`config.mk`:
```
export PLATFORM = sky130hd
export DESIGN_NAME = izh_array
export DESIGN_NICKNAME = d
export VERILOG_FILES = /design/src/rtl/izh_pkg.sv /design/src/rtl/izh_update.sv /design/src/rtl/izh_array.sv
export SDC_FILE = /design/constraint.sdc
export NUM_CORES = 2
export LEC_CHECK = 0
export CAP_MARGIN = 20
export CORE_MARGIN = 2
export CORE_UTILIZATION = 65
export CTS_CLUSTER_DIAMETER = 120
export DETAILED_ROUTE_END_ITERATION = 10
export GPL_TIMING_DRIVEN = 0
export PLACE_DENSITY = 0.85
export SKIP_CTS_REPAIR_TIMING = 1
export SLEW_MARGIN = 20
export SYNTH_ARGS = -nofsm -noshare
export SYNTH_HDL_FRONTEND = slang
export SYNTH_HIERARCHICAL = 1
export SYNTH_SLANG_ARGS = --single-unit
```
`constraint.sdc`:
```
create_clock -name clk -period 17.8 [get_ports clk]
set_input_delay 3.56 -clock clk [delete_from_list [all_inputs] [get_ports clk]]
set_output_delay 3.56 -clock clk [all_outputs]
set_load 0.01 [all_outputs]
```
`src/rtl/izh_pkg.sv`:
```
// Shared types, Q-format constants and helpers for the Izhikevich neuron array.
// Constants are integer-derived so they fold at elaboration for any W/FRAC.
package izh_pkg;

  typedef enum logic [0:0] {
    StIdle   = 1'b0,
    StUpdate = 1'b1
  } state_e;

  typedef enum logic [1:0] {
    SelA = 2'd0,
    SelB = 2'd1,
    SelC = 2'd2,
    SelD = 2'd3
  } cfg_sel_e;

  function automatic int unsigned idx_w(input int unsigned n);
    int unsigned w;
    w = (n > 1) ? $clog2(n) : 1;
    return w;
  endfunction

  // round(0.04 * 2^frac)
  function automatic longint k04(input int unsigned frac);
    return ((longint'(4) <<< frac) + 50) / 100;
  endfunction

  function automatic longint k5();
    return 5;
  endfunction

  function automatic longint k140(input int unsigned frac);
    return longint'(140) <<< frac;
  endfunction

  function automatic longint thresh(input int unsigned frac);
    return longint'(30) <<< frac;
  endfunction

  // Regular-spiking defaults: a = 0.02, b = 0.2, c = -65, d = 8
  function automatic longint a_def(input int unsigned frac);
    return ((longint'(2) <<< frac) + 50) / 100;
  endfunction

  function automatic longint b_def(input int unsigned frac);
    return ((longint'(2) <<< frac) + 5) / 10;
  endfunction

  function automatic longint c_def(input int unsigned frac);
    return -(longint'(65) <<< frac);
  endfunction

  function automatic longint d_def(input int unsigned frac);
    return longint'(8) <<< frac;
  endfunction

  // Clamp x to the signed range of a w-bit value.
  function automatic longint sat(input longint x, input int unsigned w);
    longint hi;
    longint lo;
    longint r;
    hi = (longint'(1) <<< (w - 1)) - 1;
    lo = -(longint'(1) <<< (w - 1));
    r  = x;
    if (x > hi) begin
      r = hi;
    end else if (x < lo) begin
      r = lo;
    end
    return r;
  endfunction

endpackage

```
`src/rtl/izh_update.sv`:
```
// Combinational single-neuron Euler step. All arithmetic is carried at 2W+4 bits
// and clamped back to W bits on the way out.
module izh_update
  import izh_pkg::*;
#(
  parameter int unsigned W        = 16,
  parameter int unsigned FRAC     = 7,
  parameter int unsigned DT_SHIFT = 0
) (
  input  logic signed [W-1:0] v,
  input  logic signed [W-1:0] u,
  input  logic signed [W-1:0] a,
  input  logic signed [W-1:0] b,
  input  logic signed [W-1:0] c,
  input  logic signed [W-1:0] d,
  input  logic signed [W-1:0] cur,
  output logic signed [W-1:0] v_next,
  output logic signed [W-1:0] u_next,
  output logic                spike
);

  localparam int unsigned XW = 2 * W + 4;

  localparam logic signed [XW-1:0] K04    = XW'(k04(FRAC));
  localparam logic signed [XW-1:0] K5     = XW'(k5());
  localparam logic signed [XW-1:0] K140   = XW'(k140(FRAC));
  localparam logic signed [XW-1:0] Thresh = XW'(thresh(FRAC));

  function automatic logic signed [W-1:0] clamp(input logic signed [XW-1:0] x);
    longint t;
    t = sat(longint'(x), W);
    return t[W-1:0];
  endfunction

  logic signed [XW-1:0] vx, ux, ax, bx, dx, ix;
  logic signed [XW-1:0] sq, dv, du, v_sum, u_sum, u_spk;

  always_comb begin
    vx     = XW'(v);
    ux     = XW'(u);
    ax     = XW'(a);
    bx     = XW'(b);
    dx     = XW'(d);
    ix     = XW'(cur);
    sq     = (K04 * ((vx * vx) >>> FRAC)) >>> FRAC;
    dv     = sq + K5 * vx + K140 - ux + ix;
    v_sum  = vx + (dv >>> DT_SHIFT);
    du     = (ax * (((bx * vx) >>> FRAC) - ux)) >>> FRAC;
    u_sum  = ux + (du >>> DT_SHIFT);
    u_spk  = ux + dx;
    spike  = (vx >= Thresh);
    v_next = clamp(v_sum);
    u_next = clamp(u_sum);
    if (spike) begin
      v_next = c;
      u_next = clamp(u_spk);
    end
  end

endmodule

```
`src/rtl/izh_array.sv`:
```
// Time-multiplexed Izhikevich neuron array: one shared datapath walks every neuron
// once per step pulse, one neuron per clock, with run-time writable parameters.
module izh_array
  import izh_pkg::*;
#(
  parameter int unsigned N_NEURONS = 4,
  parameter int unsigned W         = 16,
  parameter int unsigned FRAC      = 7,
  parameter int unsigned DT_SHIFT  = 0
) (
  input  logic                              clk,
  input  logic                              reset_n,
  input  logic                              step,
  input  logic [N_NEURONS*W-1:0]            current_flat,
  input  logic                              cfg_we,
  input  logic [idx_w(N_NEURONS)-1:0]       cfg_addr,
  input  logic [1:0]                        cfg_sel,
  input  logic signed [W-1:0]               cfg_data,
  output logic                              busy,
  output logic                              done,
  output logic [N_NEURONS-1:0]              spike_vec,
  output logic signed [W-1:0]               v_out,
  output logic [idx_w(N_NEURONS)-1:0]       v_idx,
  output logic                              v_valid
);

  localparam int unsigned IW = idx_w(N_NEURONS);

  localparam logic signed [W-1:0] ADef = W'(a_def(FRAC));
  localparam logic signed [W-1:0] BDef = W'(b_def(FRAC));
  localparam logic signed [W-1:0] CDef = W'(c_def(FRAC));
  localparam logic signed [W-1:0] DDef = W'(d_def(FRAC));
  localparam logic [IW-1:0]       LastIdx = IW'(N_NEURONS - 1);

  state_e              state_q;
  logic [IW-1:0]       idx_q;
  logic signed [W-1:0] v_q [N_NEURONS];
  logic signed [W-1:0] u_q [N_NEURONS];
  logic signed [W-1:0] a_q [N_NEURONS];
  logic signed [W-1:0] b_q [N_NEURONS];
  logic signed [W-1:0] c_q [N_NEURONS];
  logic signed [W-1:0] d_q [N_NEURONS];

  logic signed [W-1:0] cur_sel;
  logic signed [W-1:0] v_next;
  logic signed [W-1:0] u_next;
  logic                spike;
  logic [31:0]         addr_ext;
  logic                cfg_ok;

  assign cur_sel  = current_flat[idx_q*W +: W];
  assign addr_ext = 32'(cfg_addr);
  // Guards non-power-of-two arrays where cfg_addr can name a missing neuron.
  assign cfg_ok   = cfg_we && (addr_ext < 32'(N_NEURONS));

  izh_update #(
    .W        (W),
    .FRAC     (FRAC),
    .DT_SHIFT (DT_SHIFT)
  ) u_update (
    .v      (v_q[idx_q]),
    .u      (u_q[idx_q]),
    .a      (a_q[idx_q]),
    .b      (b_q[idx_q]),
    .c      (c_q[idx_q]),
    .d      (d_q[idx_q]),
    .cur    (cur_sel),
    .v_next (v_next),
    .u_next (u_next),
    .spike  (spike)
  );

  always_ff @(posedge clk) begin
    if (!reset_n) begin
      state_q   <= StIdle;
      idx_q     <= '0;
      busy      <= 1'b0;
      done      <= 1'b0;
      spike_vec <= '0;
      v_out     <= '0;
      v_idx     <= '0;
      v_valid   <= 1'b0;
      for (int unsigned i = 0; i < N_NEURONS; i++) begin
        v_q[i] <= CDef;
        u_q[i] <= '0;
        a_q[i] <= ADef;
        b_q[i] <= BDef;
        c_q[i] <= CDef;
        d_q[i] <= DDef;
      end
    end else begin
      done    <= 1'b0;
      v_valid <= 1'b0;

      // Parameter writes land at this edge, so an update of the same neuron
      // in this cycle still sees the previous value.
      if (cfg_ok) begin
        unique case (cfg_sel_e'(cfg_sel))
          SelA: a_q[cfg_addr] <= cfg_data;
          SelB: b_q[cfg_addr] <= cfg_data;
          SelC: c_q[cfg_addr] <= cfg_data;
          SelD: d_q[cfg_addr] <= cfg_data;
          default: ;
        endcase
      end

      unique case (state_q)
        StIdle: begin
          if (step) begin
            state_q <= StUpdate;
            idx_q   <= '0;
            busy    <= 1'b1;
          end
        end
        StUpdate: begin
          v_q[idx_q]       <= v_next;
          u_q[idx_q]       <= u_next;
          spike_vec[idx_q] <= spike;
          v_out            <= v_next;
          v_idx            <= idx_q;
          v_valid          <= 1'b1;
          if (idx_q == LastIdx) begin
            state_q <= StIdle;
            busy    <= 1'b0;
            done    <= 1'b1;
          end else begin
            idx_q <= idx_q + 1'b1;
          end
        end
        default: state_q <= StIdle;
      endcase
    end
  end

endmodule

```
# Word level (Yosys, flattened, before mapping)
# Memories as Yosys holds them, arrays and structs flattened. A register that Yosys moved wholly into a read port is not among the register bits.
# Index checks and enable logic that the tools add are counted.
[word_totals]
regBits = 28
mem_bits_rw = 384
in_bits = 88
output_inout_bits = 25
word_cells = 130
mem_count = 6
[op_classes]
n_addsub = 9
multipliers = 5
order_cmp = 10
n_eq_ne = 7
shifts = 1
muxes = 71
n_bitwise = 1
n_reduce_logical = 12
[mem_list]
columns = ["memory", "words", "width", "rd", "rd_clocked_by_memory_dff", "write_ports", "line_no", "rtl"]
rows = [
  ["a_q", 4, 16, 1, 1, 4, "izh_array.sv:39", "logic signed [W-1:0] a_q [N_NEURONS];"],
  ["b_q", 4, 16, 1, 1, 4, "izh_array.sv:40", "logic signed [W-1:0] b_q [N_NEURONS];"],
  ["c_q", 4, 16, 1, 1, 4, "izh_array.sv:41", "logic signed [W-1:0] c_q [N_NEURONS];"],
  ["d_q", 4, 16, 1, 1, 4, "izh_array.sv:42", "logic signed [W-1:0] d_q [N_NEURONS];"],
  ["u_q", 4, 16, 1, 1, 4, "izh_array.sv:38", "logic signed [W-1:0] u_q [N_NEURONS];"],
  ["v_q", 4, 16, 1, 1, 4, "izh_array.sv:37", "logic signed [W-1:0] v_q [N_NEURONS];"],
]
[op_table]
columns = ["operator", "n"]
rows = [
  ["16-bit two-way mux", 14],
  ["16-bit OR reduction", 6],
  ["16-bit by 16-bit multiplier with 32-bit output", 2],
  ["64-bit by 7-bit variable part select with 16-bit output", 1],
  ["2-bit two-way mux", 20],
  ["16-bit by 36-bit adder with 36-bit output", 1],
  ["36-bit by 16-bit adder with 36-bit output", 1],
  ["36-bit by 16-bit adder with 36-bit output, second input constant", 1],
  ["36-bit by 16-bit greater-than comparator with 1-bit output, second input constant", 1],
  ["36-bit by 16-bit < comparator with 1-bit output, second input constant", 1],
  ["16-bit by 26-bit multiplier with 36-bit output", 1],
  ["36-bit by 16-bit subtractor with 36-bit output", 1],
  ["1-bit two-way mux", 32],
  ["16-bit by 29-bit adder with 30-bit output", 1],
  ["30-bit by 16-bit greater-than comparator with 1-bit output, second input constant", 1],
  ["30-bit by 16-bit < comparator with 1-bit output, second input constant", 1],
  ["4-bit by 25-bit multiplier with 29-bit output, first input constant", 1],
  ["25-bit by 16-bit subtractor with 26-bit output", 1],
  ["22-bit by 20-bit adder with 23-bit output", 1],
  ["4-bit by 16-bit multiplier with 20-bit output, first input constant", 1],
  ["16-bit by 16-bit adder with 17-bit output", 1],
  ["17-bit by 16-bit greater-than comparator with 1-bit output, second input constant", 1],
  ["17-bit by 16-bit < comparator with 1-bit output, second input constant", 1],
  ["16-bit by 13-bit >= comparator with 1-bit output, second input constant", 1],
  ["other kinds (15)", 23],
]

# Logic depth before layout (Yosys ltp)
[logic_depth]
ltp_word = 12
depth_mapped = 77
depth_no_buf = 71

# By module
# Netlist, hierarchy kept.
[modules_own_cells]
columns = ["module", "instances", "cells_per_inst", "area_each_um2", "seq_area_each_um2"]
rows = [
  ["izh_update", 1, 4520, 39564.2, 0.0],
  ["izh_array", 1, 1152, 18287.5, 12131.6],
]

# Worst setup path after synthesis
# OpenSTA, ideal clock, no wires.
[synth_timing]
path_type = "reg2reg"
start = "register with a tool-made name"
end = "memory u_q[3][10] (data pin)"
setup_time_ns = 0.255
t_arrival_ns = 16.182
required_ns = 17.545
setup_slack_ns = 1.363
stages_incl_launch_ff = 72
n_path_buf = 7
synth_period_minus_slack_ns = 16.437
path_cell_list = "dfxtp_1 > buf_2 > buf_2 > buf_2 > mux4_2 > clkbuf_1 > clkbuf_1 > nand2_1 > fa_1 > fa_1 > fa_1 > inv_1 > ha_1 > fa_1 > inv_1 > fa_1 > inv_1 > ha_1 > (+36 left out) > or2_2 > a21o_1 > o31a_1 > xor2_1 > ha_1 > inv_1 > nor4_1 > or3b_1 > a21oi_1 > a211oi_1 > a211oi_1 > nand4_1 > nor2b_1 > nand4_1 > o21ai_1 > buf_2 > a21oi_1 > and3_1"
[synth_rtl]
columns = ["element", "line_no"]
rows = [
  ["end: declaration", "izh_array.sv:38"],
]

==> qor.txt <==
=========================================================================================
Post-synthesis net count                                                             7137
DIE AREA                                                                       91400 um^2
Data required time at the worst endpoint                                         18.10 ns
RSZ-0062 raised after global routing                                                  yes
Slew at the pin closest to its max-slew limit                                     1.06 ns
# setup viols final                                                                    60
EDFF count, synth                                                                     384
Total Wirelength                                                                   170 mm
Worst hold-check slack                                                           0.495 ns
Dominant register cell in the synthesized netlist                            sky130_fd_sc_hd__edfxtp_1
Biggest cell delay along the critical path                                        0.65 ns
YS warnings                                                                             6
Buffer and inverter count on the worst path                                            13
Max H-tree Level                                                                        2
Violations in the final reports                                              setup timing
Largest net degree at the start of global routing                                      28
Clock Sinks                                                                           414
Number of maximum-capacitance constraint violations                                     0
DR pass1 iterations                                                                     6
Antenna-violating nets left                                                             0
Maximum frequency from static timing analysis                                    55.5 MHz
Leading cell types in the layout, fill and taps excluded                     sky130_fd_sc_hd__inv_1 (1146), sky130_fd_sc_hd__fa_1 (902), sky130_fd_sc_hd__nand2_1 (462)
Critical Setup Path Class                                                    flop to flop
Initial antenna violation count                                                         8
Height of the die                                                                  302 um
Area growth from synthesis to layout                                                11.0%
Clock buffers created by TritonCTS                                                     40
Average instance area after synthesis                                           10.2 um^2
Count of routing violations after the opening detailed-route iteration               5333
Min-Delay Path Depth                                                                    2
DRC Markers                                                                             0
Seq/Total Area, Yosys                                                               21.0%
Number of synthesized register bits                                                   414
Critical path endpoint category                                                      flop
Average wire length per cell after detail routing                                 23.8 um
Cell family with most CP delay                                                adder cells
Number of ports placed on the die boundary                                            113
Final Net Count                                                                      7420
Number of port buffers                                                                111
Core area                                                                      88200 um^2
Overflow left after global routing                                                      0
Number of global-route vias before repair                                           46000
Most common cell after layout, fill and taps aside                           sky130_fd_sc_hd__inv_1
Maximum buffer depth of the clock tree                                                  3
Final max-slew violation count                                                          0
Number of cells traversed by the worst register-to-register path                       67
Final critical path time including I/O delays and setup                          18.00 ns
Filler cell count                                                                    5646
Overall global routing resource usage                                               37.1%
Width of the die                                                                   302 um
Worst setup skew after layout                                                   0.0138 ns
Worst skew pair latency                                                           0.56 ns
Cell mode on critical path                                                   sky130_fd_sc_hd__fa_1
Share of the cycle needed by the critical path after routing                         101%
Result of the run                                                            finished, violations left
Number of hold-slack violations in the final timing report                              0
Max-slew headroom at the worst pin                                                  29.3%
Class of the tightest hold or removal check                                  flop to flop
Worst path slowest cell                                                      sky130_fd_sc_hd__mux4_2
Cell Rows                                                                             109
TritonCTS clock tree                                                                 done
Maximum net fanout on the critical path                                                 8
Via count                                                                           44700
Global-route wire length before repair                                             256 mm
Proportion of register bits with asynchronous set or reset after synthesis             0%
Count of cell types in the netlist                                                     93
Gate count of the mapped netlist                                                     5672
Post-synthesis cell area                                                       57900 um^2
Worst EP arrival                                                                 18.31 ns
Effective utilization at floorplan                                                  65.6%
Setup slack after layout                                                        -0.203 ns
Routability cong.                                                                    1.03
Startpoint Class                                                                     flop
Mean number of vias per cell                                                         6.25
Fraction of layout instances using a drive strength above 1                         11.2%
Root Buffer Master                                                           sky130_fd_sc_hd__clkbuf_16
Worst-path clk slew                                                               0.06 ns
Half-perimeter wire length after placement                                         130 mm
Logic depth of the worst setup path including buffers                                  67
=========================================================================================
per-layer routing:
layer / wire length (um) / part of all wire, % / track usage (%) / vias to the layer above
met5: 50 / 0.029 / 0 / -
met1: 58300 / 34 / 46.6 / 21800
met4: 12800 / 7.5 / 21.8 / 5
met2: 77900 / 46 / 58.5 / 3330
li1: - / - / - / 18600
met3: 21300 / 13 / 9.73 / 926
cells in the mapped netlist (8+ instances only):
library cell	count	area share [%]
sky130_fd_sc_hd__o21bai_1	17	0.22
sky130_fd_sc_hd__mux2i_1	20	0.35
sky130_fd_sc_hd__dfxtp_1	30	1.0
sky130_fd_sc_hd__ha_1	473	10
sky130_fd_sc_hd__inv_1	1154	7.5
sky130_fd_sc_hd__o21ai_1	11	0.095
sky130_fd_sc_hd__fa_1	904	31
sky130_fd_sc_hd__nor4_1	10	0.11
sky130_fd_sc_hd__clkbuf_1	157	1.0
sky130_fd_sc_hd__xor2_1	58	0.88
sky130_fd_sc_hd__or3_1	19	0.21
sky130_fd_sc_hd__nand2b_1	67	0.72
sky130_fd_sc_hd__and2_1	422	4.6
sky130_fd_sc_hd__a21o_1	52	0.67
sky130_fd_sc_hd__o21ai_0	78	0.67
sky130_fd_sc_hd__and3_1	43	0.46
sky130_fd_sc_hd__xnor2_1	148	2.2
sky130_fd_sc_hd__mux4_2	112	4.4
sky130_fd_sc_hd__a21oi_2	12	0.18
sky130_fd_sc_hd__nor3_1	185	1.6
sky130_fd_sc_hd__edfxtp_1	384	20
sky130_fd_sc_hd__a211oi_1	13	0.17
sky130_fd_sc_hd__nor2b_1	47	0.51
sky130_fd_sc_hd__nor2_1	222	1.4
sky130_fd_sc_hd__nand4_1	9	0.097
sky130_fd_sc_hd__buf_2	64	0.55
sky130_fd_sc_hd__nand2_1	464	3.0
sky130_fd_sc_hd__o21a_1	44	0.57
sky130_fd_sc_hd__or2_2	22	0.24
sky130_fd_sc_hd__a21oi_1	169	1.5
sky130_fd_sc_hd__nand3_1	64	0.55
sky130_fd_sc_hd__buf_6	8	0.16
sky130_fd_sc_hd__a31oi_1	14	0.15
registers in the layout (all words and copies together) (netlist names), 2 cells and up, named ones only:
| register | cells |
|---|---|
| idx_q | 2 |
| v_out | 16 |
| b_q | 64 |
| v_idx | 2 |
| c_q | 64 |
| spike_vec | 4 |
| v_q | 64 |
| u_q | 64 |
| d_q | 64 |
| a_q | 64 |
tightest hold or removal path, stage by stage (launching register included):
cell and delay (ns):
sky130_fd_sc_hd__dfxtp_1 0.33, sky130_fd_sc_hd__mux2i_1 0.06, sky130_fd_sc_hd__nor2_1 0.07
area by class of cell:
class                   instances  area, um^2  share of cell area (%)
clock inverters                24         159                   0.247
clock buffers                  50        1130                    1.76
repair buffers                250        2400                    3.74
diodes                          5        12.5                  0.0195
well taps                    1165        1460                    2.27
multi-input cells            3853       41200                    64.1
flip-flops and latches        414       12100                    18.9
plain buffers                 235        1380                    2.15
inverters                    1161        4360                    6.79
through the flow:
stage	utilization (%)	instances	setup WS, ns	area (um^2)	TNS, ns
after global placement	68.5	6948	-2.32	60400	-138.52
after CTS	70.4	7042	-2.81	62100	-167.35
final	72.8	7157	-0.203	64200	-8.67
after floorplan	-	5672	1.36	57900	0
after detailed placement	68.9	6968	-2.64	60800	-158.15
after global routing	72.8	7153	-0.565	64200	-30.47
cells by family (layout without fill, tap and decap cells):
group	Yosys count	after routing	synth area share [%]
AND/OR/NAND/NOR	1624	1624	14.3
other	0	5	0
buffers and inverters	1405	1720	9.51
XOR/XNOR	207	207	3.16
AO/OA/AOI/OAI	507	507	5.72
adder cells (fa/ha/maj)	1377	1377	41.5
multiplexers	138	138	4.82
flip-flops	414	414	21.0
final timing paths:
path	end	slack, ns	start
max	u_q[3][9]	-0.20	flop
max reg2reg	u_q[3][9]	-0.20	flop
min	v_idx[0]	0.50	v_idx[0]
min reg2reg	v_idx[0]	0.50	v_idx[0]
Power is not shown: default switching activity piles up to over one toggle a cycle in this logic, so the estimate is an artifact.
